===== src/rtl/qspi_pkg.sv =====
// Shared constants and helpers for the QSPI transfer engine: FSM state codes,
// line-mode codes and the phase-sequencing rule.
package qspi_pkg;

    // States are ordered so that next_phase can compare codes numerically
    localparam logic [2:0] ST_IDLE  = 3'd0;
    localparam logic [2:0] ST_INSTR = 3'd1;
    localparam logic [2:0] ST_ADDR  = 3'd2;
    localparam logic [2:0] ST_DUMMY = 3'd3;
    localparam logic [2:0] ST_DATA  = 3'd4;
    localparam logic [2:0] ST_DONE  = 3'd5;
    localparam logic [2:0] ST_GAP   = 3'd6;

    localparam logic [1:0] MODE_SKIP   = 2'd0;
    localparam logic [1:0] MODE_SINGLE = 2'd1;
    localparam logic [1:0] MODE_QUAD   = 2'd2;

    localparam int unsigned MAX_BYTES      = 32;
    localparam int unsigned MAX_ADDR_BYTES = 4;

    function automatic logic mode_run(input logic [1:0] mode);
        return (mode == MODE_SINGLE) || (mode == MODE_QUAD);
    endfunction

    // First active phase strictly after cur; DONE when none remain
    function automatic logic [2:0] next_phase(input logic [2:0] cur,
                                              input logic run_instr,
                                              input logic run_addr,
                                              input logic run_dummy,
                                              input logic run_data);
        logic [2:0] nxt;
        nxt = ST_DONE;
        if (run_data  && cur < ST_DATA)  nxt = ST_DATA;
        if (run_dummy && cur < ST_DUMMY) nxt = ST_DUMMY;
        if (run_addr  && cur < ST_ADDR)  nxt = ST_ADDR;
        if (run_instr && cur < ST_INSTR) nxt = ST_INSTR;
        return nxt;
    endfunction

endpackage


===== src/rtl/qspi_sclk_gen.sv =====
// SPI mode-0 bit-slot generator: SCLK low for CLK_DIV cycles then high for
// CLK_DIV cycles, with a strobe on the last cycle of each slot.
module qspi_sclk_gen
#(
    parameter int unsigned CLK_DIV = 2
)
(
    input  logic i_clk,
    input  logic i_rst_n,
    input  logic i_en,
    output logic o_sclk,
    output logic o_shift,
    output logic o_sample
);

    localparam int unsigned CNT_W = $clog2(CLK_DIV + 1);
    localparam logic [CNT_W-1:0] HALF_LAST = CNT_W'(CLK_DIV - 1);

    logic [CNT_W-1:0] r_half_cnt;
    logic             r_sclk;
    logic             w_half_end;

    assign w_half_end = (r_half_cnt == HALF_LAST);

    always_ff @(posedge i_clk or negedge i_rst_n) begin
        if (!i_rst_n) begin
            r_half_cnt <= '0;
            r_sclk     <= 1'b0;
        end else if (!i_en) begin
            r_half_cnt <= '0;
            r_sclk     <= 1'b0;
        end else if (w_half_end) begin
            r_half_cnt <= '0;
            r_sclk     <= ~r_sclk;
        end else begin
            r_half_cnt <= r_half_cnt + CNT_W'(1);
        end
    end

    // Input is captured and the next bit is launched on the same edge that
    // drops SCLK, so both strobes mark the final cycle of the high half.
    assign o_sample = i_en & r_sclk & w_half_end;
    assign o_shift  = i_en & r_sclk & w_half_end;
    assign o_sclk   = r_sclk;

endmodule


===== src/rtl/qspi_xfer_engine.sv =====
// QSPI master serial engine: sequences instruction/address/dummy/data phases
// of one decoded command per start pulse and collects read data into a 256-bit buffer.
module qspi_xfer_engine
    import qspi_pkg::*;
#(
    parameter int unsigned CLK_DIV = 2
)
(
    input  logic         clk_i,
    input  logic         rst_i,
    input  logic         start_i,
    input  logic [7:0]   instr_i,
    input  logic [1:0]   instr_mode_i,
    input  logic [1:0]   addr_mode_i,
    input  logic [2:0]   addr_bytes_i,
    input  logic [31:0]  addr_i,
    input  logic [4:0]   dummy_i,
    input  logic [1:0]   data_mode_i,
    input  logic         data_dir_i,
    input  logic [5:0]   data_bytes_i,
    input  logic [255:0] wdata_i,
    output logic [255:0] rdata_o,
    output logic         busy_o,
    output logic         done_o,
    output logic         sclk_o,
    output logic         ss_n_o,
    output logic [3:0]   io_o,
    output logic [3:0]   io_oe_o,
    input  logic [3:0]   io_i
);

    localparam int unsigned WAIT_W = $clog2(2 * CLK_DIV + 1);
    localparam logic [WAIT_W-1:0] DONE_LAST = WAIT_W'(CLK_DIV - 1);
    localparam logic [WAIT_W-1:0] GAP_LAST  = WAIT_W'(2 * CLK_DIV - 1);

    logic [2:0]        r_state;
    logic [7:0]        r_instr;
    logic [1:0]        r_imode, r_amode, r_dmode;
    logic [2:0]        r_abytes;
    logic [31:0]       r_addr;
    logic [4:0]        r_dummy;
    logic              r_dir;
    logic [5:0]        r_dbytes;
    logic [255:0]      r_wdata;
    logic [255:0]      r_rdata;
    logic [31:0]       r_shift;
    logic [7:0]        r_rx;
    logic [2:0]        r_bit_cnt;
    logic [5:0]        r_byte_cnt;
    logic [WAIT_W-1:0] r_wait_cnt;
    logic              r_done;

    logic        w_idle, w_sclk_en, w_shift, w_sample;
    logic [7:0]  w_instr, w_wbyte0;
    logic [1:0]  w_imode, w_amode, w_dmode;
    logic [2:0]  w_abytes;
    logic [31:0] w_addr;
    logic [4:0]  w_dummy;
    logic [5:0]  w_dbytes;
    logic        w_run_i, w_run_a, w_run_d, w_run_t;
    logic [2:0]  w_enter;
    logic [31:0] w_load_shift;
    logic [1:0]  w_cur_mode;
    logic [5:0]  w_cur_units;
    logic        w_quad, w_last_bit, w_phase_last, w_reading, w_dummy_quad;
    logic [7:0]  w_rx_next;
    logic [4:0]  w_nxt_byte;

    // In IDLE the phase decision looks at the live inputs so the first phase
    // can be entered on the accepting edge; afterwards it uses latched copies.
    assign w_idle   = (r_state == ST_IDLE);
    assign w_instr  = w_idle ? instr_i      : r_instr;
    assign w_imode  = w_idle ? instr_mode_i : r_imode;
    assign w_amode  = w_idle ? addr_mode_i  : r_amode;
    assign w_abytes = w_idle ? ((addr_bytes_i > 3'(MAX_ADDR_BYTES)) ? 3'(MAX_ADDR_BYTES) : addr_bytes_i)
                             : r_abytes;
    assign w_addr   = w_idle ? addr_i       : r_addr;
    assign w_dummy  = w_idle ? dummy_i      : r_dummy;
    assign w_dmode  = w_idle ? data_mode_i  : r_dmode;
    assign w_dbytes = w_idle ? ((data_bytes_i > 6'(MAX_BYTES)) ? 6'(MAX_BYTES) : data_bytes_i)
                             : r_dbytes;
    assign w_wbyte0 = w_idle ? wdata_i[7:0] : r_wdata[7:0];

    assign w_run_i = mode_run(w_imode);
    assign w_run_a = mode_run(w_amode) && (w_abytes != 3'd0);
    assign w_run_d = (w_dummy != 5'd0);
    assign w_run_t = mode_run(w_dmode) && (w_dbytes != 6'd0);
    assign w_enter = next_phase(r_state, w_run_i, w_run_a, w_run_d, w_run_t);

    always_comb begin
        w_load_shift = '0;
        case (w_enter)
            ST_INSTR: w_load_shift = {w_instr, 24'h0};
            ST_ADDR:  w_load_shift = w_addr << (6'd32 - {w_abytes, 3'b000});
            ST_DATA:  w_load_shift = {w_wbyte0, 24'h0};
            default:  w_load_shift = '0;
        endcase
    end

    always_comb begin
        w_cur_mode  = MODE_SKIP;
        w_cur_units = 6'd1;
        case (r_state)
            ST_INSTR: w_cur_mode = r_imode;
            ST_ADDR:  begin w_cur_mode = r_amode; w_cur_units = {3'b000, r_abytes}; end
            ST_DUMMY: w_cur_units = {1'b0, r_dummy};
            ST_DATA:  begin w_cur_mode = r_dmode; w_cur_units = r_dbytes; end
            default:  w_cur_units = 6'd1;
        endcase
    end

    assign w_quad       = (w_cur_mode == MODE_QUAD);
    assign w_last_bit   = w_quad ? (r_bit_cnt == 3'd1) : (r_bit_cnt == 3'd7);
    assign w_phase_last = (r_byte_cnt == w_cur_units - 6'd1) &&
                          ((r_state == ST_DUMMY) || w_last_bit);
    assign w_reading    = (r_state == ST_DATA) && r_dir;
    assign w_rx_next    = w_quad ? {r_rx[3:0], io_i} : {r_rx[6:0], io_i[1]};
    assign w_nxt_byte   = r_byte_cnt[4:0] + 5'd1;
    assign w_dummy_quad = ((r_amode == MODE_QUAD) && (r_abytes != 3'd0)) ||
                          ((r_dmode == MODE_QUAD) && (r_dbytes != 6'd0));

    assign w_sclk_en = (r_state == ST_INSTR) || (r_state == ST_ADDR) ||
                       (r_state == ST_DUMMY) || (r_state == ST_DATA);

    qspi_sclk_gen #(.CLK_DIV(CLK_DIV)) u_sclk_gen (
        .i_clk    (clk_i),
        .i_rst_n  (rst_i),
        .i_en     (w_sclk_en),
        .o_sclk   (sclk_o),
        .o_shift  (w_shift),
        .o_sample (w_sample)
    );

    always_ff @(posedge clk_i or negedge rst_i) begin
        if (!rst_i) begin
            r_state    <= ST_IDLE;
            r_instr    <= '0;
            r_imode    <= '0;
            r_amode    <= '0;
            r_abytes   <= '0;
            r_addr     <= '0;
            r_dummy    <= '0;
            r_dmode    <= '0;
            r_dir      <= 1'b0;
            r_dbytes   <= '0;
            r_wdata    <= '0;
            r_rdata    <= '0;
            r_shift    <= '0;
            r_rx       <= '0;
            r_bit_cnt  <= '0;
            r_byte_cnt <= '0;
            r_wait_cnt <= '0;
            r_done     <= 1'b0;
        end else begin
            r_done <= 1'b0;
            case (r_state)
                ST_IDLE: begin
                    if (start_i) begin
                        r_instr    <= instr_i;
                        r_imode    <= instr_mode_i;
                        r_amode    <= addr_mode_i;
                        r_abytes   <= w_abytes;
                        r_addr     <= addr_i;
                        r_dummy    <= dummy_i;
                        r_dmode    <= data_mode_i;
                        r_dir      <= data_dir_i;
                        r_dbytes   <= w_dbytes;
                        r_wdata    <= wdata_i;
                        r_rdata    <= '0;
                        r_state    <= w_enter;
                        r_shift    <= w_load_shift;
                        r_rx       <= '0;
                        r_bit_cnt  <= '0;
                        r_byte_cnt <= '0;
                        r_wait_cnt <= '0;
                    end
                end
                ST_INSTR, ST_ADDR, ST_DUMMY, ST_DATA: begin
                    if (w_sample && w_reading) begin
                        r_rx <= w_rx_next;
                        if (w_last_bit)
                            r_rdata[{r_byte_cnt[4:0], 3'b000} +: 8] <= w_rx_next;
                    end
                    if (w_shift) begin
                        if (w_phase_last) begin
                            r_state    <= w_enter;
                            r_shift    <= w_load_shift;
                            r_rx       <= '0;
                            r_bit_cnt  <= '0;
                            r_byte_cnt <= '0;
                            r_wait_cnt <= '0;
                        end else if (r_state == ST_DUMMY) begin
                            r_byte_cnt <= r_byte_cnt + 6'd1;
                        end else if (w_last_bit) begin
                            r_bit_cnt  <= '0;
                            r_byte_cnt <= r_byte_cnt + 6'd1;
                            // Address bytes are pre-aligned and just keep shifting;
                            // write data is fetched byte by byte from the latched buffer.
                            if (r_state == ST_DATA)
                                r_shift <= {r_wdata[{w_nxt_byte, 3'b000} +: 8], 24'h0};
                            else
                                r_shift <= w_quad ? (r_shift << 4) : (r_shift << 1);
                        end else begin
                            r_bit_cnt <= r_bit_cnt + 3'd1;
                            r_shift   <= w_quad ? (r_shift << 4) : (r_shift << 1);
                        end
                    end
                end
                ST_DONE: begin
                    if (r_wait_cnt == DONE_LAST) begin
                        r_state    <= ST_GAP;
                        r_wait_cnt <= '0;
                        r_done     <= 1'b1;
                    end else begin
                        r_wait_cnt <= r_wait_cnt + WAIT_W'(1);
                    end
                end
                ST_GAP: begin
                    if (r_wait_cnt == GAP_LAST)
                        r_state <= ST_IDLE;
                    else
                        r_wait_cnt <= r_wait_cnt + WAIT_W'(1);
                end
                default: r_state <= ST_IDLE;
            endcase
        end
    end

    always_comb begin
        io_o    = 4'b0000;
        io_oe_o = 4'b0000;
        case (r_state)
            ST_INSTR, ST_ADDR, ST_DATA: begin
                if (w_reading) begin
                    io_oe_o = w_quad ? 4'b0000 : 4'b1100;
                    io_o    = w_quad ? 4'b0000 : 4'b1100;
                end else if (w_quad) begin
                    io_oe_o = 4'b1111;
                    io_o    = r_shift[31:28];
                end else begin
                    io_oe_o = 4'b1101;
                    io_o    = {3'b110, r_shift[31]};
                end
            end
            ST_DUMMY: begin
                if (!w_dummy_quad) begin
                    io_oe_o = 4'b1100;
                    io_o    = 4'b1100;
                end
            end
            default: begin
                io_o    = 4'b0000;
                io_oe_o = 4'b0000;
            end
        endcase
    end

    assign busy_o  = (r_state != ST_IDLE);
    assign ss_n_o  = ~(w_sclk_en || (r_state == ST_DONE));
    assign done_o  = r_done;
    assign rdata_o = r_rdata;

endmodule

===== config.mk =====
export PLATFORM = sky130hd
export DESIGN_NAME = qspi_xfer_engine
export DESIGN_NICKNAME = d
export VERILOG_FILES = /design/src/rtl/qspi_pkg.sv /design/src/rtl/qspi_sclk_gen.sv /design/src/rtl/qspi_xfer_engine.sv
export SDC_FILE = /design/constraint.sdc
export NUM_CORES = 2
export LEC_CHECK = 0
export CAP_MARGIN = 25
export CORE_AREA = 2 2 232 234
export CTS_BUF_LIST = sky130_fd_sc_hd__clkbuf_16
export CTS_CLUSTER_SIZE = 40
export DETAILED_ROUTE_END_ITERATION = 10
export DIE_AREA = 0 0 234 236
export DONT_BUFFER_PORTS = 1
export MAX_ROUTING_LAYER = met4
export PLACE_DENSITY_LB_ADDON = 0.15
export SLEW_MARGIN = 20
export SYNTH_ARGS = -nofsm -noshare
export SYNTH_HDL_FRONTEND = slang
export SYNTH_SLANG_ARGS = --single-unit

===== constraint.sdc =====
create_clock -name clk_i -period 3.79 [get_ports clk_i]
set_input_delay 0.5685 -clock clk_i [delete_from_list [all_inputs] [get_ports clk_i]]
set_output_delay 0.5685 -clock clk_i [all_outputs]
set_load 0.005 [all_outputs]

* After elaboration in Yosys (flattened, before gate mapping)
Cells that the tools add are included.
** Storage, ports and cells
- Output and inout port bits :: 268
- Register bits after elaboration :: 632
- Logic and storage cells :: 190
** Operators by class
- $add $sub $neg :: 8
- Muxes and demuxes :: 75
- Shift operators :: 4
- Eq/ne operators :: 35
- Reduce and logical (&&, ||, !) cells :: 38
- $lt $le $gt $ge :: 6
- Bitwise logic cells :: 4
** Operators by type and width (number)
- 256-bit 2-to-1 mux :: 3
- 256-bit case mux with 2 select lines :: 1
- 256-bit bitwise mux :: 1
- 32-bit 2-to-1 mux :: 8
- 8-bit by 10-bit variable shift with 256-bit output (first input constant) :: 1
- 256-bit by 9-bit indexed part select with 8-bit output :: 1
- 8-bit by 10-bit indexed part select with 256-bit output :: 1
- 32-bit case mux with 3 select lines :: 1
- 32-bit case mux with 2 select lines :: 1
- 3-bit 2-to-1 mux :: 19
- 8-bit 2-to-1 mux :: 7
- 6-bit 2-to-1 mux :: 7
- 32-bit by 6-bit left shift with 32-bit output :: 1
- 3-bit case mux with 4 select lines :: 2
- 4-bit 2-to-1 mux :: 5
- 2-bit inequality test (second input constant) :: 9
- 6-bit case mux with 3 select lines :: 1
- 4-bit case mux with 2 select lines :: 2
- 8-bit case mux with 2 select lines :: 1
- 3-bit == test (second input constant) :: 5
- 2-bit == test (second input constant) :: 6
- 3-bit by 1-bit == test with 1-bit output (second input constant) :: 4
- 3-bit by 2-bit == test with 1-bit output (second input constant) :: 4
- 2-bit 2-to-1 mux :: 6
- 36 further kinds :: 73

* Logic depth before layout (Yosys ltp)
- Word-level depth :: 15
- Gate-level depth with buffers :: 17
- Mapped depth without buffers :: 14

* By module
Synthesis repeated with hierarchy kept, for this count alone.
** Second synthesis, totals
- Cell total of the unflattened synthesis :: 2816
- Area total of the unflattened synthesis :: 28782.6 um^2
** By module, submodules not included
- qspi_xfer_engine :: sequential area each 15514.9 um^2, instances 1, area each 28650.0 um^2, cells an instance 2805
- qspi_sclk_gen :: sequential area each 75.1 um^2, instances 1, area each 132.6 um^2, cells an instance 11

* Least setup slack after synthesis
No wires, ideal clock.
- Kind :: input -> register
- From :: input addr_bytes_i[0]
- To :: register r_shift[6]
- Data arrival time :: 3522 ps
- Slack :: 186 ps
- Cell stages on the path :: 14
- Buffers on the path :: 3
- Data required time :: 3708 ps
- Path through :: nor2b_1 -> clkbuf_1 -> buf_1 -> nand2_1 -> nand2_1 -> inv_1 -> ha_1 -> ha_1 -> nor3_1 -> o2111ai_1 -> nor2_1 -> clkbuf_1 -> nand3_1 -> a31oi_1
** On the way
- Word-level cells in the longest chain between the ends :: 13
- Elaborated cells on any way between the ends :: 18
- Classes of those cells :: 1 x add/sub; 1 x order compare; 3 x eq/ne; 1 x shift; 9 x mux; 3 x reduce/logical
** RTL lines
- start: declaration :: RTL line qspi_xfer_engine.sv:15 : input logic [2:0] addr_bytes_i,
- 3-bit greater-than comparator :: RTL line qspi_xfer_engine.sv:75 : assign w_abytes = w_idle ? ((addr_bytes_i > 3'(MAX_ADDR_BYTES)) ? 3'(MAX_ADDR_BYTES) : addr_bytes_i)
- 3-bit 2-to-1 mux (*) (2 in series) :: RTL line qspi_xfer_engine.sv:75
- branches (longest 6 deep; another with 6-bit subtractor)
- 32-bit case mux with 3 select lines (*) :: RTL line qspi_xfer_engine.sv:92 : case (w_enter)
- 32-bit 2-to-1 mux :: RTL line qspi_xfer_engine.sv:185 : if (w_phase_last) begin
- 32-bit 2-to-1 mux :: RTL line qspi_xfer_engine.sv:184 : if (w_shift) begin
- 32-bit case mux with 2 select lines (*) :: RTL line qspi_xfer_engine.sv:156 : case (r_state)
- end signal: assignment :: RTL line qspi_xfer_engine.sv:171 : r_shift <= w_load_shift;
- end signal: assignment :: RTL line qspi_xfer_engine.sv:187 : r_shift <= w_load_shift;
- end signal: assignment :: RTL line qspi_xfer_engine.sv:200 : r_shift <= {r_wdata[{w_nxt_byte, 3'b000} +: 8], 24'h0};
- end: declaration :: RTL line qspi_xfer_engine.sv:46 : logic [31:0] r_shift;
Mark *: on every way between the ends. The select of a mux whose other input is x is not followed.
A chain may end at the register's enable or synchronous reset.

* Worst setup path in the final report
- From :: register r_state[2]
- To :: output io_o[1]
** On the way
- Word-level cells in the longest chain between the ends :: 6
- Elaborated cells on any way between the ends :: 11
- Classes of those cells :: 5 x eq/ne; 4 x mux; 2 x reduce/logical
** RTL lines
- start: declaration :: RTL line qspi_xfer_engine.sv:36 : logic [2:0] r_state;
- start signal: assignment :: RTL line qspi_xfer_engine.sv:170 : r_state <= w_enter;
- start signal: assignment :: RTL line qspi_xfer_engine.sv:186 : r_state <= w_enter;
- 3-bit == test, or another cell as far along :: RTL line qspi_xfer_engine.sv:103, qspi_xfer_engine.sv:116, qspi_xfer_engine.sv:232
- 2-bit case mux with 3 select lines :: RTL line qspi_xfer_engine.sv:103 : case (r_state)
- 2-bit == test :: RTL line qspi_xfer_engine.sv:112 : assign w_quad = (w_cur_mode == MODE_QUAD);
- 4-bit 2-to-1 mux :: RTL line qspi_xfer_engine.sv:237 : end else if (w_quad) begin
- 4-bit 2-to-1 mux :: RTL line qspi_xfer_engine.sv:234 : if (w_reading) begin
- 4-bit case mux with 2 select lines (*) :: RTL line qspi_xfer_engine.sv:232 : case (r_state)
- end: declaration :: RTL line qspi_xfer_engine.sv:27 : output logic [3:0] io_o,
Mark *: on every way between the ends. The rest lies on a longest branch, timed or not.

==> results_dict.tcl <==
set metrics [dict create \
    status "finished with violations" \
    violations "hold timing, slew limit" \
    grt_max_degree 624 \
    end_kind "output pin" \
    portBuffers 0 \
    clk_path_buf_depth 3 \
    hold_class "input pin to async pin" \
    power_mw 27.3 \
    cp_max_fo 23 \
    ys_seq_elements 623 \
    dp.cells 3728 \
    die-area_um2 55200 \
    layout-drive-gt1-share_pct 8.89 \
    dr.first_iter.drc_count 2116 \
    initial_core_util_pct 53.7 \
    syn-cell-area_um2 28500 \
    rsz0062_at_grt "false" \
    relSlewSlack_pct -113 \
    die_x_um 234 \
    hold_viol_final 135 \
    antenna_left 0 \
    io_pins 592 \
    synth-seq-area-share_pct 54.7 \
    totalWireLength_mm 90.4 \
    core_area_um2 53100 \
    maxCapViolCount 0 \
    hold_ws_ns -0.321 \
    num_vias 22916 \
    timing.final.ws_setup_ns 0.163 \
    p_clk_share_pct 22.1 \
    synth.avg_cell_area_um2 9.07 \
    yosysWarnings 0 \
    cts_buffers 67 \
    syn_nets 3477 \
    fp.dieH_um 236 \
    synthToLayoutAreaGrowth_pct 11.0 \
    ys.flop_type "dfrtp_1" \
    min_period_over_period_pct 95.7 \
    slew_viol_final 486 \
    power.internal_mw 16.7 \
    leakage_nw 14.9 \
    antenna_found_initial 6 \
    cp-start-kind "register" \
    critPathKind "register to output pin" \
    final_nets 3437 \
    clock_latency_ns 0.61 \
    pre_cts_ws_ns 0.154 \
    grt_pass1_wl_mm 136 \
    finalCriticalPeriod_ns 3.63 \
    crit_arrival_ns 3.06 \
    route.detailed.drc 0 \
    comb_power_share_pct 38.1 \
    power.density_nw_per_um2 864 \
    tns_ns 0 \
    finClkSkew_ns 0.0196 \
    clock_sinks 623 \
    clk_pin_slew_ns 0.06 \
    synth.distinct_cells 77 \
    p_sw_mw 10.6 \
    vias_per_cell 5.95 \
    htreeDepth 3 \
    synth_edf_count 0 \
    worst_pin_slew_ns 3.20 \
    synthCells 3141 \
    first_pass_iters 6 \
    async_reset_ff_share_pct 100 \
    row_count 85 \
    post_drt_wl_per_cell_um 23.5 \
    grt-ovfl-total 0 \
    peakVddDrop_mv 0.427 \
    clock-root-buffer "clkbuf_16" \
    p_sw_share_pct 38.8 \
    setup_viol 0 \
    grt_pass1_vias 22312 \
    layout_common_cells "nand2_1, dfrtp_1, o21ai_0, mux4_2, a21oi_1" \
    place_congestion 0.951 \
    fin_cells 3854 \
    final_common_cell "nand2_1" \
    track_usage_pct 33.6 \
    cts_tree "yes" \
    place.detailed.hpwl_mm 65.3 \
    fmax_ghz 0.276 \
    critPathRequiredTime_ns 3.22 \
    seqPwrFrac_pct 39.8 \
]
[worst paths after layout]
check                                          from                  endpoint  slack (ns)  depth (start not counted)
setup / recovery                         r_state[2]                   io_o[1]        0.16                          8
hold / removal                                rst_i              rdata_o[174]       -0.32                          0
setup reg to reg                         r_state[2]               r_shift[29]        0.35                         11
hold reg to reg            u_sclk_gen.r_half_cnt[0]  u_sclk_gen.r_half_cnt[0]        0.43                          1
max in group asynchronous                     rst_i             r_byte_cnt[0]        1.17                          0
min in group clk_i                      wdata_i[44]               r_wdata[44]        0.07                          2
[cells in the mapped netlist, drive strengths merged (28+ instances only)]
library cell / instances / area, µm²
nand3: 41 / 205
a21oi: 71 / 359
buf: 39 / 188
a211oi: 40 / 300
clkbuf: 144 / 541
nor2: 68 / 255
dfrtp: 623 / 15600
o21ai: 333 / 1670
nor2b: 28 / 175
mux2i: 49 / 490
nand2: 1412 / 5300
mux4: 78 / 1760
[critical path: stages (launching register included)]
cell and delay [ns]:
dfrtp_1 0.48, buf_4 0.32, nor3b_4 0.09, a221o_1 0.46, nor2_4 0.12, buf_4 0.31, nand2_1 0.16, inv_1 0.21
and3_1 0.30
[metrics by stage]
step	area, µm²	hold WS, ns	util [%]
6_report	31600	-0.321	59.6
5_1_grt	31600	-0.351	59.6
4_1_cts	31600	-0.350	59.5
3_5_place_dp	29600	0.291	55.7
3_3_place_gp	29600	0.285	55.7
2_1_floorplan	28500	0.273	-
[power by group through the flow]
stage,sequential [mW],clock [mW],combinational (mW)
finish,10.9,6.05,10.4
global route,11.1,6.46,11.5
CTS,10.9,6.15,10.4
detailed placement,11.0,0,10.4
global placement,10.8,0,10.2
floorplan,10.2,0,7.41
[registers in the layout (all words and copies together) (netlist names), 2 cells and up]
signal	count
r_bit_cnt	3
r_abytes	3
r_dmode	2
r_byte_cnt	6
r_state	3
rdata_o	256
r_amode	2
r_rx	7
r_wait_cnt	3
u_sclk_gen.r_half_cnt	2
r_dbytes	6
r_imode	2
r_addr	32
r_shift	32
r_wdata	256
r_dummy	5
[kinds of logic (layout without fill, tap and decap cells)]
| group | after synthesis | after routing | share of synthesized area [%] |
|---|---|---|---|
| muxes | 130 | 130 | 8.02 |
| and+or+nand+nor | 1624 | 1624 | 22.7 |
| other | 0 | 8 | 0 |
| xor gates and xnor gates | 16 | 16 | 0.492 |
| DFF | 623 | 623 | 54.7 |
| AOI/OAI and AO/OA | 540 | 540 | 10.8 |
| adders and majority gates | 12 | 12 | 0.527 |
| buffers and inverters | 196 | 205 | 2.73 |
[routing by layer]
layer  wire [µm]  vias up  part of all wire [%]  GRT usage [%]
met1       34900    11350                    39           42.0
met3        7170      191                   7.9           6.44
met2       44700      983                    49           54.1
met5           0        -                     0              -
li1            -    10392                     -              -
met4        3650        0                   4.0           13.2
[final cells by class]
type,instances,area (µm²)
Antenna cell,8,20.0
Clock buffer,67,1680
Clock inverter,51,330
Fill cell,4589,21400
Inverter,13,48.8
Multi-Input combinational cell,2322,12300
Sequential cell,623,15600
Tap cell,696,871
Timing Repair Buffer,74,768
[what timing repair did]
action | CTS | global route
gates resized for setup | 2 | 5
endpoints found under the setup margin | 1 | 17
endpoints found under the hold margin | 623 | 623
setup buffers | 0 | 0
Note: power is estimated with default switching activity, not from simulation.
